--- config.mk ---
export PLATFORM = sky130hd
export DESIGN_NAME = seg7_frame_decoder
export DESIGN_NICKNAME = d
export VERILOG_FILES = /design/src/rtl/seg7_frame_decoder.sv
export SDC_FILE = /design/constraint.sdc
export NUM_CORES = 1
export LEC_CHECK = 0
export CELL_PAD_IN_SITES_DETAIL_PLACEMENT = 1
export CELL_PAD_IN_SITES_GLOBAL_PLACEMENT = 2
export CORE_ASPECT_RATIO = 0.6
export CORE_MARGIN = 10
export CORE_UTILIZATION = 30
export CTS_CLUSTER_SIZE = 20
export DETAILED_ROUTE_END_ITERATION = 8
export PLACE_DENSITY = 0.85
export SLEW_MARGIN = 20
export SYNTH_ARGS = -nofsm -noshare
export SYNTH_HDL_FRONTEND = slang
export SYNTH_SLANG_ARGS = --single-unit
--- constraint.sdc ---
create_clock -name CLOCK_50 -period 6.62 [get_ports CLOCK_50]
set_clock_uncertainty 0.1 [all_clocks]
set_input_delay 1.324 -clock CLOCK_50 [delete_from_list [all_inputs] [get_ports CLOCK_50]]
set_output_delay 1.324 -clock CLOCK_50 [all_outputs]
set_load 0.05 [all_outputs]
--- src/rtl/seg7_frame_decoder.sv ---
// seg7_frame_decoder: turns active-low 7-segment digit patterns back into a BCD word and its binary value.
// Optional macro SEG7_BLANK_EN lets leading all-off digits decode as 0.
module seg7_frame_decoder #(
    parameter int NUM_DIGITS = 4,
    parameter int BIN_W      = 14
) (
    input  logic                    CLOCK_50,
    input  logic                    resetn,
    input  logic [6:0]              seg_in,
    input  logic                    seg_strobe,
    input  logic                    sof,
    output logic [4*NUM_DIGITS-1:0] bcd_out,
    output logic [BIN_W-1:0]        bin_out,
    output logic                    out_valid,
    input  logic                    out_ready,
    output logic                    err,
    output logic                    overrun
);

    localparam int W  = 4 * NUM_DIGITS;
    localparam int CW = $clog2(NUM_DIGITS + 1);

    typedef enum logic [1:0] {
        IDLE,
        CAPTURE,
        HOLD
    } state_t;

    state_t             state, state_n;
    logic [CW-1:0]      cnt, cnt_n;
    logic [BIN_W-1:0]   acc, acc_n;
    logic [W-1:0]       sr, sr_n;
    logic               errf, errf_n;
    logic               ovr_n;
    logic               load;
    logic               start, shift;
    logic               take_first, take_next;
    logic [3:0]         dig;
    logic               dok;
    logic [3:0]         nib;
    logic [BIN_W-1:0]   dval;
    logic               blank_hit;

    assign start = seg_strobe & sof;
    assign shift = seg_strobe & ~sof;

`ifdef SEG7_BLANK_EN
    logic blank, blank_n;
    // a blank only counts as a leading zero while the frame has been blank so far
    assign blank_hit = (seg_in == 7'h7F) && (start || blank);
`else
    assign blank_hit = 1'b0;
`endif

    // segment pattern to digit lookup
    always_comb begin
        dig = 4'd0;
        dok = 1'b1;
        if (!blank_hit) begin
            case (seg_in)
                7'b1000000: dig = 4'd0;
                7'b1111001: dig = 4'd1;
                7'b0100100: dig = 4'd2;
                7'b0110000: dig = 4'd3;
                7'b0011001: dig = 4'd4;
                7'b0010010: dig = 4'd5;
                7'b0000010: dig = 4'd6;
                7'b1111000: dig = 4'd7;
                7'b0000000: dig = 4'd8;
                7'b0011000: dig = 4'd9;
                default:    dok = 1'b0;
            endcase
        end
    end

    assign nib  = dok ? dig : 4'hF;
    assign dval = dok ? BIN_W'(dig) : '0;

    // next state, frame accumulation and hold-entry detection
    always_comb begin
        state_n    = state;
        cnt_n      = cnt;
        acc_n      = acc;
        sr_n       = sr;
        errf_n     = errf;
        ovr_n      = overrun;
        take_first = 1'b0;
        take_next  = 1'b0;
        load       = 1'b0;
`ifdef SEG7_BLANK_EN
        blank_n    = blank;
`endif
        case (state)
            IDLE: begin
                take_first = start;
            end
            CAPTURE: begin
                take_first = start;
                take_next  = shift;
            end
            HOLD: begin
                if (out_ready) begin
                    state_n    = IDLE;
                    take_first = start;
                end
                if (seg_strobe && !(out_ready && sof))
                    ovr_n = 1'b1;
            end
            default: state_n = IDLE;
        endcase

        if (take_first) begin
            acc_n   = dval;
            sr_n    = W'(nib);
            cnt_n   = CW'(1);
            errf_n  = ~dok;
            state_n = (NUM_DIGITS == 1) ? HOLD : CAPTURE;
`ifdef SEG7_BLANK_EN
            blank_n = blank_hit;
`endif
        end else if (take_next) begin
            acc_n  = (acc << 3) + (acc << 1) + dval;
            sr_n   = W'({sr, nib});
            cnt_n  = cnt + 1'b1;
            errf_n = errf | ~dok;
            if (cnt_n == CW'(NUM_DIGITS))
                state_n = HOLD;
`ifdef SEG7_BLANK_EN
            blank_n = blank_hit;
`endif
        end

        load = (state_n == HOLD) && (take_first || take_next);
    end

    // state registers; result outputs change only when a frame completes
    always_ff @(posedge CLOCK_50) begin
        if (!resetn) begin
            state   <= IDLE;
            cnt     <= '0;
            acc     <= '0;
            sr      <= '0;
            errf    <= 1'b0;
            overrun <= 1'b0;
            bcd_out <= '0;
            bin_out <= '0;
            err     <= 1'b0;
`ifdef SEG7_BLANK_EN
            blank   <= 1'b0;
`endif
        end else begin
            state   <= state_n;
            cnt     <= cnt_n;
            acc     <= acc_n;
            sr      <= sr_n;
            errf    <= errf_n;
            overrun <= ovr_n;
`ifdef SEG7_BLANK_EN
            blank   <= blank_n;
`endif
            if (load) begin
                bcd_out <= sr_n;
                bin_out <= errf_n ? '0 : acc_n;
                err     <= errf_n;
            end
        end
    end

    assign out_valid = (state == HOLD);

endmodule

==> reports/metrics.csv <==
metric,value,unit
final_cells,569,
slew_headroom,41.58,%
yosys.area_share.simple,21.88,%
dpl.cell_count,553,
mostFrequentLayoutCells,"nand2_1, dfxtp_1, clkdlybuf4s50_1",
cp.required,6760,ps
fin_crit,5213,ps
grt_pass1_wl,16040,µm
synthesis.nets,423,
dp_hpwl,7086,µm
critPathLaunchType,input pin,
netlist_area,0.003237,mm²
antenna_found_initial,0,
rsz0062_at_grt,no,
coreArea,0.01056,mm²
drt.antenna.violating_nets,0,
drv_cap,0,
grt.total_usage,12.84,%
synthAdderAreaFrac,10.51,%
synth_xor_area_share,3.518,%
power.leakage,1.658,nW
grt_start_max_net_pins,28,
place.gp.congestion,0.8305,
synth.mux.area_fraction,0.9277,%
finalNetCount,463,
ir_drop,0.1326,mV
mostFrequentLayoutCell,nand2_1,
post-route-period-util,78.74,%
pre_cts_ws,1064,ps
crit_arrival,5350,ps
synth-compound-area-share,19.75,%
viasPerCell,5.132,
postCtsHoldBufs,0,
path_class,input pin to flip-flop,
die_h,100.5,µm
synthCells,385,
wl,9681,µm
die_width,154.1,µm
crit_fanout,8,
clk_path_buf_depth,2,
avgSynthCellArea,8.407,µm²
setup_ws,1407,ps
ys_seq_elements,64,
synth-edff-count,0,
area_growth,27.14,%
hp-class,flip-flop to flip-flop,
avgRoutedWirePerCell,17.01,µm
endpoint_kind,flip-flop,
die_area,0.01548,mm²
initial_core_util,30.66,%
diodes,0,
grt_pass1_vias,2964,
setup_violations,0,
ys.flop_type,dfxtp_1,
cts_setup_buffers,0,
max_freq,0.1918,GHz
cts_resized,0,
rows,29,
first_pass_iters,4,
root_buffer,clkbuf_16,
grt-ovfl-total,0,
final.setup.tns,0,ps
clkTransAtPathRegs,60,ps
drc,0,
cts.sinks,64,
ios,45,
ys_seq_area_share,39.58,%
vias,2920,
p_total,0.9811,mW
p_per_area,238.4,mW/mm²
cts_inserted_buffers,9,
layout-drive-gt1-share,7.674,%
status,"finished, final reports clean",
worstSkewPairLatency,340,ps
async_reset_ff_share,0,%
maxSlewViolCount,0,
final_core_util,38.97,%
synth.distinct_cells,53,
synth_top_family_by_area,simple AND/OR/NAND/NOR gates,
hold_violations,0,
io_buffers,44,
htree_levels,3,
tritoncts,yes,
tightest_slew,873.8,ps
ys_warn_count,0,
drtIter0Drc,149,
==> cells in the mapped netlist (all sizes together), types with 3 or more instances <==
cell     n  area [µm²]
nand2   76       285.3
a21oi   33       165.2
o21ai   23       133.9
and3     4       25.02
a211oi   8       60.06
ha      24       300.3
xnor2    8       70.07
mux2i    3       30.03
nand2b   3       18.77
and2     5       31.28
nor2b    5       33.78
clkbuf  14       52.55
nor2    23       86.33
or3      5       31.28
a21o     6       45.04
nor3     8       40.04
dfxtp   64        1281
nand3   13       65.06
inv      6       22.52
a22o     3       26.28
o211ai   5       37.54
xor2     5       43.79
buf      6       41.28
a31oi    5       31.28
==> state kept, by name, indices dropped and copies added (netlist names) <==
signal	cells
err	1
bin_out	14
bcd_out	16
cnt	3
errf	1
state	2
overrun	1
acc	14
sr	12
==> logic make-up (layout without fill, tap and decap cells) <==
logic type      after synthesis  after routing
compound gates               98             98
xor+xnor                     13             13
fa+ha+maj                    26             26
buf+inv                      28             73
flops                        64             64
mux                           3              3
simple gates                153            153
==> layout make-up <==
| type | count | area, µm² |
|---|---|---|
| fill | 1243 | 6444 |
| multi-input combinational | 293 | 1832 |
| sequential | 64 | 1281 |
| timing repair buffer | 49 | 478.0 |
| clock buffer | 9 | 225.2 |
| tap | 139 | 173.9 |
| clock inverter | 7 | 95.09 |
| inverter | 8 | 30.03 |
==> layer usage <==
layer,part of all wire [%],up-vias,track usage [%],wire (µm)
met5,0,-,0,0
met4,1.2,0,4.121,116
met3,6.3,9,4.987,610
met2,40,60,17.46,3885
met1,52,1411,17.89,5068
li1,-,1440,-,-
==> through the flow <==
step,hold WS (ps),cell area [µm²]
after floorplan,332.2,3237
after global placement,331.9,3795
after detailed placement,342.1,3795
after CTS,357.7,4115
after global routing,378.2,4115
final,351.2,4115
==> final timing paths <==
kind / slack (ps) / endpoint / depth (start not counted) / startpoint
setup / recovery: 1410 / bin_out[12]$_SDFFE_PN0P_ / 11 / seg_in[5]
hold / removal: 350 / bin_out[4]$_SDFFE_PN0P_ / 2 / bin_out[4]$_SDFFE_PN0P_
setup reg to reg: 3720 / bin_out[12]$_SDFFE_PN0P_ / 8 / acc[2]$_SDFF_PN0_
hold reg to reg: 350 / bin_out[4]$_SDFFE_PN0P_ / 2 / bin_out[4]$_SDFFE_PN0P_
==> power by group <==
part / leakage, nW / internal (mW) / switching, mW / total (mW)
registers: 0.518 / 0.391 / 0.00629 / 0.397
logic: 0.985 / 0.0241 / 0.0391 / 0.0632
clock network: 0.156 / 0.330 / 0.191 / 0.521
total: 1.66 / 0.745 / 0.236 / 0.981
==> critical path, cell delays in order <==
cell	delay (ps)
clkdlybuf4s50_1	540
or3_1	420
nor4_1	670
fa_1	590
fa_1	490
a211oi_1	390
o21ai_0	220
a31oi_1	210
xor2_1	160
o21ai_0	110
a22o_1	220
Note: power is estimated with default switching activity, not from simulation.
